### src/rtl/pipe_pkg.sv
// Shared types and sizing helpers for the valid/ready pipeline register chain.
package pipe_pkg;

  typedef enum logic [1:0] {
    PIPE_HALF = 2'd0,
    PIPE_SKID = 2'd1,
    PIPE_PASS = 2'd2
  } pipe_mode_e;

  // Largest number of beats a chain of the given shape can hold.
  function automatic int unsigned cnt_max(int unsigned stages, pipe_mode_e mode);
    return (mode == PIPE_SKID) ? 2 * stages : stages;
  endfunction

  // Width of the occupancy counter; sized for the SKID bound in every mode so
  // the port shape does not change with the mode.
  function automatic int unsigned cnt_w(int unsigned stages, pipe_mode_e mode);
    int unsigned hi;
    hi = cnt_max(stages, mode);
    if (hi < 2 * stages) hi = 2 * stages;
    return $clog2(hi + 1);
  endfunction

endpackage

### src/rtl/pipe_hs_slice.sv
// One valid/ready register slice: HALF (1 entry), SKID (2 entries) or PASS (1 entry, comb ready).
module pipe_hs_slice
  import pipe_pkg::*;
#(
  parameter int unsigned      WIDTH    = 32,
  parameter int unsigned      MODE     = 1,
  parameter logic [WIDTH-1:0] RESETVAL = {WIDTH{1'b0}}
) (
  input  logic             clk_i,
  input  logic             rst_i,
  input  logic             flush_i,
  input  logic             s_valid_i,
  output logic             s_ready_o,
  input  logic [WIDTH-1:0] s_data_i,
  output logic             m_valid_o,
  input  logic             m_ready_i,
  output logic [WIDTH-1:0] m_data_o
);

  localparam pipe_mode_e Mode = pipe_mode_e'(MODE[1:0]);

  logic             v_q, v_d;
  logic             sk_q, sk_d;
  logic [WIDTH-1:0] main_q, main_d;
  logic [WIDTH-1:0] skid_q, skid_d;
  logic             in_xfer, out_xfer;

  assign in_xfer   = s_valid_i & s_ready_o;
  assign out_xfer  = v_q & m_ready_i;
  assign m_valid_o = v_q;
  assign m_data_o  = main_q;

  // Upstream ready: registered for HALF/SKID, combinational look-through for PASS.
  always_comb begin
    s_ready_o = ~v_q;
    if (Mode == PIPE_SKID) begin
      s_ready_o = ~sk_q;
    end else if (Mode == PIPE_PASS) begin
      s_ready_o = ~v_q | m_ready_i;
    end
  end

  // Next state for the occupancy flags and the main/skid data registers.
  always_comb begin
    v_d    = v_q;
    sk_d   = sk_q;
    main_d = main_q;
    skid_d = skid_q;
    if (Mode == PIPE_SKID) begin
      if (sk_q) begin
        // FULL: ready is low, so only draining is possible.
        if (out_xfer) begin
          sk_d   = 1'b0;
          main_d = skid_q;
        end
      end else if (v_q) begin
        if (in_xfer && !out_xfer) begin
          sk_d   = 1'b1;
          skid_d = s_data_i;
        end else if (in_xfer && out_xfer) begin
          main_d = s_data_i;
        end else if (out_xfer) begin
          v_d = 1'b0;
        end
      end else if (in_xfer) begin
        v_d    = 1'b1;
        main_d = s_data_i;
      end
    end else begin
      // HALF never sees in and out together; PASS reloads in place when it does.
      if (in_xfer) begin
        v_d    = 1'b1;
        main_d = s_data_i;
      end else if (out_xfer) begin
        v_d = 1'b0;
      end
    end
    // Flush drops every held beat and any beat arriving this cycle; data is left as is.
    if (flush_i) begin
      v_d    = 1'b0;
      sk_d   = 1'b0;
      main_d = main_q;
      skid_d = skid_q;
    end
  end

  // State registers with synchronous reset.
  always_ff @(posedge clk_i) begin
    if (rst_i) begin
      v_q    <= 1'b0;
      sk_q   <= 1'b0;
      main_q <= RESETVAL;
      skid_q <= RESETVAL;
    end else begin
      v_q    <= v_d;
      sk_q   <= sk_d;
      main_q <= main_d;
      skid_q <= skid_d;
    end
  end

endmodule

### src/rtl/pipe_hs_reg.sv
// Chain of STAGES valid/ready slices with a beat-occupancy counter and synchronous flush.
module pipe_hs_reg
  import pipe_pkg::*;
#(
  parameter int unsigned      WIDTH    = 32,
  parameter int unsigned      STAGES   = 1,
  parameter int unsigned      MODE     = 1,
  parameter logic [WIDTH-1:0] RESETVAL = {WIDTH{1'b0}}
) (
  input  logic                                                clk_i,
  input  logic                                                rst_i,
  input  logic                                                flush_i,
  input  logic                                                s_valid_i,
  output logic                                                s_ready_o,
  input  logic [WIDTH-1:0]                                    s_data_i,
  output logic                                                m_valid_o,
  input  logic                                                m_ready_i,
  output logic [WIDTH-1:0]                                    m_data_o,
  output logic [cnt_w(STAGES, pipe_mode_e'(MODE[1:0]))-1:0]   count_o
);

  localparam int unsigned CntW   = cnt_w(STAGES, pipe_mode_e'(MODE[1:0]));
  localparam int unsigned CntMax = cnt_max(STAGES, pipe_mode_e'(MODE[1:0]));

  logic             valid [STAGES+1];
  logic             ready [STAGES+1];
  logic [WIDTH-1:0] data  [STAGES+1];

  logic             s_xfer, m_xfer;
  logic [CntW-1:0]  count_q, count_d;

  assign valid[0]      = s_valid_i;
  assign data[0]       = s_data_i;
  assign ready[STAGES] = m_ready_i;

  for (genvar g = 0; g < STAGES; g++) begin : g_slice
    pipe_hs_slice #(
      .WIDTH    (WIDTH),
      .MODE     (MODE),
      .RESETVAL (RESETVAL)
    ) u_slice (
      .clk_i     (clk_i),
      .rst_i     (rst_i),
      .flush_i   (flush_i),
      .s_valid_i (valid[g]),
      .s_ready_o (ready[g]),
      .s_data_i  (data[g]),
      .m_valid_o (valid[g+1]),
      .m_ready_i (ready[g+1]),
      .m_data_o  (data[g+1])
    );
  end

  // Neither side may handshake while reset is asserted.
  assign s_ready_o = ready[0] & ~rst_i;
  assign m_valid_o = valid[STAGES] & ~rst_i;
  assign m_data_o  = data[STAGES];

  assign s_xfer  = s_valid_i & s_ready_o;
  assign m_xfer  = m_valid_o & m_ready_i;
  assign count_o = count_q;

  // Occupancy: +1 on accept only, -1 on deliver only, cleared on flush.
  always_comb begin
    count_d = count_q;
    if (flush_i) begin
      count_d = '0;
    end else if (s_xfer && !m_xfer) begin
      count_d = count_q + CntW'(1);
    end else if (m_xfer && !s_xfer) begin
      count_d = count_q - CntW'(1);
    end
  end

  // Occupancy register.
  always_ff @(posedge clk_i) begin
    if (rst_i) begin
      count_q <= '0;
    end else begin
      count_q <= count_d;
    end
  end

  a_cnt_overflow : assert property (@(posedge clk_i) disable iff (rst_i || flush_i)
    !(s_xfer && !m_xfer && (count_q == CntMax[CntW-1:0])));

  a_cnt_underflow : assert property (@(posedge clk_i) disable iff (rst_i || flush_i)
    !(m_xfer && !s_xfer && (count_q == '0)));

endmodule

### config.mk
export PLATFORM = sky130hd
export DESIGN_NAME = pipe_hs_reg
export DESIGN_NICKNAME = d
export VERILOG_FILES = /design/src/rtl/pipe_pkg.sv /design/src/rtl/pipe_hs_slice.sv /design/src/rtl/pipe_hs_reg.sv
export SDC_FILE = /design/constraint.sdc
export NUM_CORES = 1
export LEC_CHECK = 0
export CAP_MARGIN = 25
export CORE_AREA = 3 3 88 90
export DETAILED_ROUTE_END_ITERATION = 16
export DIE_AREA = 0 0 91 93
export MAX_ROUTING_LAYER = met4
export PLACE_DENSITY = 0.85
export SETUP_SLACK_MARGIN = 0.2
export SLEW_MARGIN = 20
export SYNTH_ARGS = -nofsm -noshare
export SYNTH_HDL_FRONTEND = slang
export SYNTH_SLANG_ARGS = --single-unit
export TNS_END_PERCENT = 50
### constraint.sdc
create_clock -name clk_i -period 5.5 [get_ports clk_i]
set_input_delay 0.55 -clock clk_i [delete_from_list [all_inputs] [get_ports clk_i]]
set_output_delay 0.55 -clock clk_i [all_outputs]
set_load 0.02 [all_outputs]
## Word level (Yosys, flattened, before mapping)

Cells that the tools add are included.

| cells by class | value |
|---|---|
| $add $sub $neg | 2 |
| $mul | 0 |
| divide/modulo/power cells | 0 |
| magnitude comparators | 0 |
| equal/unequal tests | 3 |
| shift operators | 0 |
| muxes and demuxes | 16 |
| bitwise gates (word level) | 9 |
| reduce and logical (&&, ||, !) cells | 12 |

Operator list:

| operator | number |
|---|---|
| two-way mux 32 bit | 6 |
| two-way mux 1 bit | 8 |
| bitwise AND 1 bit | 6 |
| inequality test 3 bit, second input constant | 2 |
| AND reduction 5 bit | 1 |
| logical AND 1 bit | 4 |
| two-way mux 2 bit | 2 |
| AND reduction 4 bit | 1 |
| zero test 1 bit | 3 |
| inverter 1 bit | 3 |
| nonzero test 3 bit | 1 |
| adder 2 x 1 -> 2 bit, second input constant | 1 |
| inequality test 2 bit, second input constant | 1 |
| nonzero test 2 bit | 1 |
| OR reduction 2 bit | 1 |
| subtractor 2 x 1 -> 2 bit, second input constant | 1 |

| storage, ports and cells | value |
|---|---|
| register bits after elaboration | 68 |
| bits in latches | 0 |
| memory bits (writable) | 0 |
| ROM bits | 0 |
| input bits | 37 |
| logic and storage cells | 47 |
| memories kept | 0 |

## Logic depth before layout (Yosys ltp)

Gate-level depths: netlist (run 1).

| logic depth | value |
|---|---|
| depth in word-level cells | 7 |
| gate-level depth with buffers | 9 |
| mapped depth without buffers | 6 |

## Modules after synthesis

From an unflattened synthesis (run 1), not the netlist that was laid out.

| unflattened totals | value |
|---|---|
| cells, all modules | 338 |
| area total of the unflattened synthesis | 3405.8 um^2 |

By module, submodules not included:

| module | times used | cells each | area an instance (um^2) | seq. area each (um^2) |
|---|---|---|---|---|
| pipe_hs_slice | 1 | 325 | 3289.4 | 1321.3 |
| pipe_hs_reg | 1 | 13 | 116.4 | 40.0 |

## Worst setup path before layout (run 1)

Ideal clock, no wire load.

| path | value |
|---|---|
| kind | input port to flip-flop |
| start point | input rst_i |
| end point | register count_q[1], in the netlist count_o[1] |
| setup time | 0.076 ns |
| arrival | 2.324 ns |
| required time | 5.424 ns |
| setup slack | 3.100 ns |
| stages on the path | 8 |
| path through | clkbuf_1 buf_2 clkbuf_1 nor2b_1 nand2_1 ha_1 or3_1 a21boi_0 |

| on the way | value |
|---|---|
| word-level cells in the longest chain between the ends | 6 |
| elaborated cells on any way between the ends | 12 |
| classes of those cells | 1 x mux; 5 x bitwise; 6 x reduce/logical |

RTL lines:

| what | line | source |
|---|---|---|
| from (decl) | pipe_hs_reg.sv:11 | `input logic rst_i,` |
| inverter 1 bit (*) | pipe_hs_reg.sv:56 | `assign m_valid_o = valid[STAGES] & ~rst_i;` |
| bitwise AND 1 bit (*) | pipe_hs_reg.sv:56 |  |
| named net m_valid_o | pipe_hs_reg.sv:16 | `output logic m_valid_o,` |
| bitwise AND 1 bit (*) | pipe_hs_reg.sv:60 | `assign m_xfer = m_valid_o & m_ready_i;` |
| zero test 1 bit | pipe_hs_reg.sv:68 | `end else if (s_xfer && !m_xfer) begin` |
| logical AND 1 bit | pipe_hs_reg.sv:68 |  |
| two-way mux 2 bit / nonzero test 2 bit (equally long branches) | n/a |  |
| to (signal assigned) | pipe_hs_reg.sv:80 | `count_q <= count_d;` |
| to (decl) | pipe_hs_reg.sv:30 | `logic [CntW-1:0] count_q, count_d;` |

The timed path passes the listed nets; every way through them passes the cells marked *.
A chain may end at the register's enable or synchronous reset.

## Final worst setup path (run 1)

| path | value |
|---|---|
| start point | input rst_i |
| end point | output m_valid_o |

| on the way | value |
|---|---|
| word-level cells in the longest chain between the ends | 2 |

RTL lines:

| what | line |
|---|---|
| inverter 1 bit | pipe_hs_reg.sv:56 |
| bitwise AND 1 bit | pipe_hs_reg.sv:56 |
| to (decl) | pipe_hs_reg.sv:16 |

Every way passes these cells.

==> results.ini, run 1 <==
[synthesis]
synthAdderAreaFrac_pct = 0.3583
async_flop_share_pct = 0
synth_top_flop_cell = dfxtp_1
synth_seq_cells = 68
syn-num-nets = 376
synth.area.top_cells = dfxtp_1 (39%), mux2i_1 (18%), mux2_4 (13%)
seq_area_frac_synth_pct = 38.98
synth_area_leader_cell = dfxtp_1
syn_inst = 338
yosysTopAreaCellShare_pct = 38.98
yosys_warnings = 0
synth_top_family_by_area = multiplexers
synth_edf_count = 0
syn_area_per_cell_um2 = 10.33
synth_xor_area_share_pct = 0.5016
ys_types = 25
synth_compound_area_share_pct = 1.397
synthSimpleGateAreaFrac_pct = 22.75
synth.area.mux_share_pct = 31.89
syn_area_um2 = 3492

[sta]
worst_pin_slew_ns = 0.6344
relSlewSlack_pct = 57.71
period_minus_slack_ns = 2.401
setup_slack_ns = 3.099
finalCritPeriodShare_pct = 43.65
final.setup.tns_ns = 0
fmax_ghz = 0.4165
hold_violations = 0
drv_slew = 0
setup_violations = 0
rsz0062_at_grt = no
fin_worst_skew_ns = 0.007491

[pwr]
power.density_nw_per_um2 = 246.9
leakage_nw = 1.659
seq_power_share_pct = 47.0
p_sw_share_pct = 24.09
p_total_mw = 1.100
p_clk_share_pct = 37.9
pwr-share-comb_pct = 15.1
irDropWorstVdd_mv = 0.2072
power.internal_uw = 835.3
power.switching_uw = 265.0

[grt]
grt_max_degree = 135
grt_pass1_vias = 2420
grt_pass1_wl_um = 11210
grt_antenna_before_repair = 0
grt.total_usage_pct = 16.94
grt_overflow = 0

[critical_path]
cp_slowest_stage_delay_ns = 0.63
slowest_stage = clkdlybuf4s50_1
crit_type = in2out
required_ns = 4.95
path_max_fanout = 104
crit_arrival_ns = 1.85
path_cells = buf_4 -> buf_16 -> nor2b_1 -> clkdlybuf4s50_1
cp-end-kind = output port
start_kind = input port

[die]
num_rows = 31
io_pins = 73
coreArea_um2 = 7137
die_w_um = 91
dieArea_um2 = 8463
die_y_um = 93
initial_core_util_pct = 48.93

[route]
dr.pass1.iters = 5
dr.first_iter.drc_count = 61
vias = 2432
ant_nets = 0
wl_um = 6832
drc = 0
routed_via_density = 4.835
post_drt_wl_per_cell_um = 13.58

[clock_tree]
cts_tree = built
cts_sinks = 68
postCtsSetupRepairBufs = 0
postCtsResizedCells = 0
clkTransAtPathRegs_ns = 0.07
numCtsBuffers = 9
clock_latency_ns = 0.34
cts_buffer_depth = 2
cts.hold.buffers_added = 0
root_buffer = clkbuf_8
htreeDepth = 3

[placement]
preCtsSetupSlack_ns = 2.633
port_buffers = 72
gp_congestion = 0.7013
place_area_um2 = 4204
place_inst = 485
dpl.hpwl_um = 4235

[final_layout]
fin_area_um2 = 4457
fin_nets = 437
synthToLayoutAreaGrowth_pct = 27.62
stdcell_count = 503
drive_above_1_share_pct = 13.61
antenna_cells = 0

[outcome]
status = complete, no violations

[worst_hold_path]
hold_class = reg2reg

[flow_run]
drv_cap = 0

==> Yosys cell counts (2+ instances only) <==
master,number
o21ai_0,2
mux2_4,30
xor2_1,2
nand2_1,2
nand2b_1,64
nor2_1,35
clkbuf_1,13
nor2b_1,33
dfxtp_1,68
buf_2,4
mux2i_1,64
mux2_2,2
a21boi_0,2
buf_4,3
buf_6,4
==> critical path, delay by kind of cell <==
family / cells / cell delay (ns)
and+or+nand+nor: 1 / 0.18
buffers and inverters: 3 / 1.10
==> layer usage <==
layer / GRT usage (%) / vias to the layer above / wire [um]
met5: - / - / 0
met4: 4.523 / 0 / 31
met3: 6.195 / 4 / 372
met2: 27.04 / 59 / 3157
met1: 20.35 / 1130 / 3270
li1: - / 1239 / -
==> final cells by class <==
class / instances / area [um2]
fillers: 613 / 2680
multi-input cells: 244 / 1988
flip-flops and latches: 68 / 1365
repair buffers: 75 / 773.2
clock buffers: 12 / 155.1
well taps: 99 / 123.9
clock inverters: 4 / 47.55
inverters: 1 / 3.754
==> kinds of logic after synthesis <==
kind of cell | after synthesis
muxes | 96
buffers and inverters | 26
and+or+nand+nor | 138
xor gates and xnor gates | 2
DFF | 68
AOI/OAI and AO/OA | 7
adders and majority gates | 1
==> power by group through the flow <==
stage | Clock (mW) | Combinational, mW | Sequential (mW)
5_1_grt | 0.449 | 0.179 | 0.519
2_1_floorplan | 0 | 0.0831 | 0.542
3_5_place_dp | 0 | 0.163 | 0.528
6_report | 0.417 | 0.166 | 0.517
4_1_cts | 0.431 | 0.164 | 0.517
3_3_place_gp | 0 | 0.159 | 0.529
==> registers in the layout, summed over array words and instances (netlist names) <==
register	count
count_o	2
g_slice.u_slice.m_data_o	32
g_slice.u_slice.skid_q	32
g_slice.u_slice.m_valid_o	1
g_slice.u_slice.sk_q	1
==> through the flow <==
step                hold WS (ns)  utilization (%)
floorplan                 0.4483                -
global placement          0.4577            58.91
detailed placement        0.4628            58.91
CTS                       0.4790            61.75
global route              0.4985            62.45
finish                    0.4745            62.45
==> worst paths after layout <==
kind / slack, ns / cells past startpoint / start / to
setup reg to reg: 3.22 / 4 / g_slice[0].u_slice.sk_q$_SDFF_PP0_ / g_slice[0].u_slice.m_data_o[19]$_SDFFE_PP0P_
hold reg to reg: 0.47 / 2 / g_slice[0].u_slice.skid_q[10]$_SDFFE_PP0P_ / g_slice[0].u_slice.skid_q[10]$_SDFFE_PP0P_
hold / removal: 0.47 / 2 / g_slice[0].u_slice.skid_q[10]$_SDFFE_PP0P_ / g_slice[0].u_slice.skid_q[10]$_SDFFE_PP0P_
setup / recovery: 3.10 / 4 / rst_i / m_valid_o
==> cells in the final DEF, fill, tap and decap left out, types with 2 or more instances in the layout <==
master | synthesis | routed
nor2b_1 | 33 | 33
nor2_1 | 35 | 35
xor2_1 | 2 | 2
clkinv_2 | 0 | 2
buf_4 | 3 | 2
nand2b_1 | 64 | 64
mux2i_1 | 64 | 64
mux2_2 | 2 | 2
nand2_1 | 2 | 2
mux2_4 | 30 | 30
clkdlybuf4s50_1 | 0 | 71
clkbuf_8 | 0 | 11
a21boi_0 | 2 | 2
o21ai_0 | 2 | 2
dfxtp_1 | 68 | 67
No activity file was read; power rests on OpenSTA's default activity.
==> run 2, diff against run 1 <==
Settings changed: CORE_AREA 3 3 88 90 to 3 3 92 94, DIE_AREA 0 0 91 93 to 0 0 95 97, PLACE_DENSITY 0.85 to 0.82.
Clock period 5.5 ns to 2 ns, I/O delays scaled along.
==> run 2 against run 1 <==
Total power rose to 2.7 times the previous value. Setup slack got worse by 2.7 ns. Die area rose by 8.9%. Global-route usage fell by 0.76 points. Critical endpoint is now count_o[1]$_SDFFE_PP0P_.
==> results.ini, run 2 (synthesis results as in run 1) <==
[sta]
relSlewSlack_pct = 66.67  ; was 57.71%
setup_violations = 0  ; unchanged
drv_slew = 0  ; unchanged
fmax_ghz = 0.6136
worst_pin_slew_ns = 0.5000  ; was 0.6344 ns
hold_violations = 0  ; unchanged
fin_worst_skew_ns = 0.004702  ; was 0.007491 ns
finalCritPeriodShare_pct = 81.49
rsz0062_at_grt = no  ; unchanged
period_minus_slack_ns = 1.630
final.setup.tns_ns = 0  ; unchanged

[pwr]
power.density_nw_per_um2 = 651.8  ; was 246.9 nW/um2
leakage_nw = 1.705  ; was 1.659 nW
p_clk_share_pct = 35.8  ; was 37.9%
seq_power_share_pct = 48.5  ; was 47.0%
power.internal_mw = 2.204  ; was 835.3 uW
power.switching_uw = 726.4  ; was 265.0 uW
p_total_mw = 2.931  ; was 1.100 mW
p_sw_share_pct = 24.79  ; was 24.09%
pwr-share-comb_pct = 15.8  ; was 15.1%
irDropWorstVdd_mv = 0.3411  ; was 0.2072 mV

[critical_path]
reg2reg_setup_slack_ns = 0.37  ; was 3.22 ns
required_ns = 2.26  ; was 4.95 ns
start_kind = register  ; was input port
cp_slowest_stage_delay_ns = 0.43  ; was 0.63 ns
cp-end-kind = register  ; was output port
path_max_fanout = 7  ; was 104
crit_type = reg2reg  ; was in2out
r2r_start = g_slice[0].u_slice.m_valid_o$_SDFFE_PP0N_  ; was g_slice[0].u_slice.sk_q$_SDFF_PP0_
path_cells = nor2b_4 -> nand2_1 -> ha_1 -> or3_1 -> a21boi_0  ; was buf_4 -> buf_16 -> nor2b_1 -> clkdlybuf4s50_1
crit_path_start = g_slice[0].u_slice.m_valid_o$_SDFFE_PP0N_  ; was rst_i
slowest_stage = dfxtp_1  ; was clkdlybuf4s50_1
worst-path-buf-inv = 0  ; was 3
crit_arrival_ns = 1.88  ; was 1.85 ns
crit_family = simple AND/OR/NAND/NOR gates  ; was buffers and inverters

[clock_tree]
clkTransAtPathRegs_ns = 0.07  ; about the same
htreeDepth = 3  ; unchanged
cts_sinks = 68  ; unchanged
numCtsBuffers = 9  ; unchanged
cts.hold.buffers_added = 0  ; unchanged
cts_tree = built  ; unchanged
clock_latency_ns = 0.34  ; about the same
postCtsResizedCells = 1  ; was 0
root_buffer = clkbuf_8  ; unchanged
postCtsSetupRepairBufs = 0  ; unchanged
cts_buffer_depth = 2  ; unchanged

[grt]
grt_pass1_wl_um = 11470  ; was 11210 um
grt_max_degree = 66  ; was 135
grt.total_usage_pct = 16.18  ; was 16.94%
grt_overflow = 0  ; unchanged
grt_pass1_vias = 2455  ; was 2420
grt_antenna_before_repair = 0  ; unchanged

[final_layout]
final_cell_mix = clkdlybuf4s50_1 (69), dfxtp_1 (67), nand2b_1 (64), mux2i_1 (64), nor2_1 (35)  ; was clkdlybuf4s50_1 (71), dfxtp_1 (67), nand2b_1 (64), mux2i_1 (64), nor2_1 (35)
antenna_cells = 0  ; unchanged
layout_commonest_cell = clkdlybuf4s50_1  ; unchanged
drive_above_1_share_pct = 15.57  ; was 13.61%
fin_nets = 444  ; was 437
synthToLayoutAreaGrowth_pct = 28.77  ; was 27.62%

[route]
dr.first_iter.drc_count = 72  ; was 61
post_drt_wl_per_cell_um = 13.62  ; was 13.58 um
ant_nets = 0  ; unchanged
routed_via_density = 4.838  ; was 4.835
wl_um = 6986  ; was 6832 um
vias = 2482  ; was 2432
dr.pass1.iters = 4  ; was 5
drc = 0  ; unchanged

[flow_run]
drv_cap = 0  ; unchanged

[die]
io_pins = 73  ; unchanged
num_rows = 32  ; was 31
die_w_um = 95  ; was 91 um
initial_core_util_pct = 45.19  ; was 48.93%
die_y_um = 97  ; was 93 um
dieArea_um2 = 9215  ; was 8463 um2
coreArea_um2 = 7727  ; was 7137 um2

[worst_hold_path]
hold_class = in2reg  ; was reg2reg
worstHoldStart = rst_i  ; was g_slice[0].u_slice.skid_q[10]$_SDFFE_PP0P_

[placement]
port_buffers = 72  ; unchanged
gp_congestion = 0.7339  ; was 0.7013
dpl.hpwl_um = 4822  ; was 4235 um

[outcome]
status = complete, no violations  ; unchanged

-- run 2: path summary, 6_finish.rpt --
path,cells after the start,to
setup / recovery,5,count_o[1]$_SDFFE_PP0P_
hold / removal,2,count_o[0]$_SDFFE_PP0P_
setup reg to reg,5,count_o[1]$_SDFFE_PP0P_
hold reg to reg,2,g_slice[0].u_slice.skid_q[28]$_SDFFE_PP0P_
-- run 2: per-layer routing --
| layer | up-vias | GRT usage (%) | part of all wire [%] |
|---|---|---|---|
| met5 | - | - | 0 |
| met4 | 0 | 6.104 | 1.4 |
| met3 | 11 | 3.810 | 4.0 |
| met2 | 56 | 25.49 | 47 |
| met1 | 1164 | 19.96 | 47 |
| li1 | 1251 | - | - |
-- run 2: worst register-to-register path, delay by kind of cell (launching register included) --
kind | cells | cell delay [ns]
flops | 1 | 0.43
fa+ha+maj | 1 | 0.31
simple gates | 3 | 0.63
compound gates | 1 | 0.19
-- run 2: stage by stage --
| stage | worst slack, ns | instances | util [%] | hold WS [ns] | area [um2] |
|---|---|---|---|---|---|
| after global placement | 0.1614 | 497 | 55.75 | 0.4576 | 4308 |
| after floorplan | 0.2082 | 338 | - | 0.2768 | 3511 |
| after CTS | 0.2255 | 513 | 58.16 | 0.1499 | 4494 |
| final | 0.3702 | 513 | 58.19 | 0.1654 | 4497 |
| after global routing | 0.2305 | 513 | 58.19 | 0.1599 | 4497 |
| after detailed placement | 0.1401 | 497 | 55.75 | 0.4666 | 4308 |
-- run 2: cell type report --
class | count | area (um2)
Fill cell | 667 | 3231
Multi-Input combinational cell | 244 | 1996
Sequential cell | 68 | 1363
Timing Repair Buffer | 82 | 819.5
Clock buffer | 12 | 165.2
Tap cell | 102 | 127.6
Clock inverter | 4 | 22.52
Inverter | 1 | 3.754
-- run 2: power by group through the flow --
stage	registers [mW]	logic [mW]	clock network, mW
floorplan	1.49	0.232	0
global route	1.43	0.497	1.14
finish	1.42	0.462	1.05
global placement	1.45	0.454	0
CTS	1.42	0.466	1.08
detailed placement	1.45	0.465	0
==> run 3, diff against run 2 <==
Clock period 2 ns to 1.4 ns, I/O delays scaled along.
==> run 3 against run 2 <==
The flow now finishes with violations (setup timing). Highest routed layer unchanged. Cell count increased by 2.3%. Critical path depth decreased by 1. First-iteration DRC count decreased by 31%. Clock skew increased by 0.00052 ns. Wire length increased by 5.2%. Count of clock-buffer cells in the layout decreased by 2.
==> results.ini, run 3 (synthesis results as in run 1) <==
[die]
dieArea_um2 = 9215  ; unchanged
die_y_um = 97  ; unchanged
die_w_um = 95  ; unchanged
initial_core_util_pct = 45.19  ; unchanged
io_pins = 73  ; unchanged
coreArea_um2 = 7727  ; unchanged
num_rows = 32  ; unchanged

[final_layout]
synthToLayoutAreaGrowth_pct = 34.36  ; was 28.77%
antenna_cells = 0  ; unchanged
layout_commonest_cell = dfxtp_1  ; was clkdlybuf4s50_1
drive_above_1_share_pct = 21.28  ; was 15.57%
fin_nets = 456  ; was 444
fillers = 669  ; was 667
regArea_um2 = 1369  ; was 1363 um2
fin_area_um2 = 4692  ; was 4497 um2
multiInputGateArea_um2 = 2021  ; was 1996 um2
final_cell_mix = dfxtp_1 (66), nand2b_1 (64), mux2i_1 (64)  ; was clkdlybuf4s50_1 (69), dfxtp_1 (67), nand2b_1 (64), mux2i_1 (64), nor2_1 (35)

[worst_hold_path]
hold_class = in2reg  ; unchanged

[grt]
grt_pass1_vias = 2600  ; was 2455
grt_antenna_before_repair = 0  ; unchanged
grt_max_degree = 69  ; was 66
grt_overflow = 0  ; unchanged
grt_pass1_wl_um = 12050  ; was 11470 um
grt.total_usage_pct = 17.01  ; was 16.18%

[pwr]
seq_power_share_pct = 45.0  ; was 48.5%
power.switching_mw = 1.100  ; was 726.4 uW
p_clk_share_pct = 40.3  ; was 35.8%
p_sw_share_pct = 24.40  ; was 24.79%
power.density_nw_per_um2 = 960.9  ; was 651.8 nW/um2
p_total_mw = 4.508  ; was 2.931 mW
leakage_nw = 1.837  ; was 1.705 nW
power.internal_mw = 3.408  ; was 2.204 mW
pwr-share-comb_pct = 14.7  ; was 15.8%
irDropWorstVdd_mv = 0.6656  ; was 0.3411 mV

[critical_path]
slowest_stage = a221o_2  ; was dfxtp_1
cp_slowest_stage_delay_ns = 0.39  ; was 0.43 ns
path_cells = nand2b_4 -> a221o_2 -> buf_12 -> mux2_4  ; was nor2b_4 -> nand2_1 -> ha_1 -> or3_1 -> a21boi_0
crit_arrival_ns = 1.76  ; was 1.88 ns
cp-end-kind = register  ; unchanged
path_max_fanout = 18  ; was 7
required_ns = 1.64  ; was 2.26 ns
crit_type = reg2reg  ; unchanged
crit_family = compound AO/OA/AOI/OAI gates  ; was simple AND/OR/NAND/NOR gates
start_kind = register  ; unchanged
worst-path-buf-inv = 1  ; was 0

[clock_tree]
htreeDepth = 3  ; unchanged
cts_sinks = 68  ; unchanged
cts_buffer_depth = 2  ; unchanged
clkTransAtPathRegs_ns = 0.07  ; about the same
cts_tree = built  ; unchanged
clock_latency_ns = 0.35  ; was 0.34 ns
root_buffer = clkbuf_8  ; unchanged
cts.hold.buffers_added = 0  ; unchanged
numCtsBuffers = 9  ; unchanged

[sta]
hold_violations = 0  ; unchanged
drv_slew = 0  ; unchanged
rsz0062_at_grt = yes  ; was no
fmax_ghz = 0.6584  ; was 0.6136 GHz
setup_slack_ns = -0.1188  ; was 0.3702 ns
worst_pin_slew_ns = 0.5210  ; was 0.5000 ns
fin_worst_skew_ns = 0.005224  ; was 0.004702 ns
setup_violations = 65  ; was 0
period_minus_slack_ns = 1.519  ; was 1.630 ns
relSlewSlack_pct = 65.26  ; was 66.67%
finalCritPeriodShare_pct = 108.5  ; was 81.49%

[route]
ant_nets = 0  ; unchanged
dr.pass1.iters = 4  ; unchanged
drc = 0  ; unchanged
dr.first_iter.drc_count = 50  ; was 72
vias = 2510  ; was 2482
routed_via_density = 4.781  ; was 4.838
wl_um = 7346  ; was 6986 um
post_drt_wl_per_cell_um = 13.99  ; was 13.62 um

[placement]
port_buffers = 72  ; unchanged
place_area_um2 = 4403  ; was 4308 um2
dpl.hpwl_um = 5007  ; was 4822 um
gp_congestion = 0.7334  ; was 0.7339

[outcome]
violations = setup timing
status = complete, but fails checks  ; was complete, no violations

[flow_run]
drv_cap = 0  ; unchanged

run 3: worst paths after layout:
check / start / end / slack [ns] / cells after the start
worst max-delay path: g_slice[0].u_slice.sk_q$_SDFF_PP0_ / g_slice[0].u_slice.m_data_o[6]$_SDFFE_PP0P_ / -0.12 / 4
worst min-delay path: rst_i / count_o[0]$_SDFFE_PP0P_ / 0.20 / 3
worst max register to register: g_slice[0].u_slice.sk_q$_SDFF_PP0_ / g_slice[0].u_slice.m_data_o[6]$_SDFFE_PP0P_ / -0.12 / 4
worst min register to register: g_slice[0].u_slice.skid_q[24]$_SDFFE_PP0P_ / g_slice[0].u_slice.skid_q[24]$_SDFFE_PP0P_ / 0.47 / 2
run 3: power by group through the flow:
stage               combinational, mW  clock [mW]  sequential (mW)
detailed placement              0.686           0             2.07
global route                    0.714        1.92             2.03
global placement                0.671           0             2.07
finish                          0.663        1.82             2.03
CTS                             0.663        1.85             2.03
floorplan                       0.340           0             2.13
run 3: metal layers:
metal	up-vias	GRT usage [%]	part of all wire, %
met5	-	-	0
met4	0	4.329	1.2
met3	10	5.832	5.4
met2	52	28.04	49
met1	1181	19.67	44
li1	1267	-	-
run 3: final cells by class:
cell class | count | share of cell area (%)
clock buffer | 10 | 2.933
clock inverter | 6 | 1.867
inverter | 1 | 0.08000
multi-input combinational | 244 | 43.07
sequential | 68 | 29.17
tap | 102 | 2.720
timing repair buffer | 94 | 20.16
run 3: timing repair:
action                     4_1_cts  5_1_grt
pin swaps                        0        1
cloned                           1        1
gates resized for setup         60       34
buffers inserted                 1        0
setup endpoints to repair      102       97
run 3: metrics by stage:
step                setup TNS [ns]  hold WS (ns)  cells  utilization [%]  setup slack, ns
floorplan                   -4.378        0.2168    338                -          -0.1733
global placement            -20.22        0.4576    506            56.98          -0.3341
detailed placement          -22.45        0.4648    506            56.98          -0.3882
CTS                         -5.376        0.1851    524            60.28          -0.1185
global route                -8.582        0.1936    525            60.72          -0.1604
finish                      -5.398        0.2002    525            60.72          -0.1188
run 3: worst min-delay path, stage by stage:
cell and delay, ns:
buf_4 0.15, buf_4 0.16, nor3_1 0.05
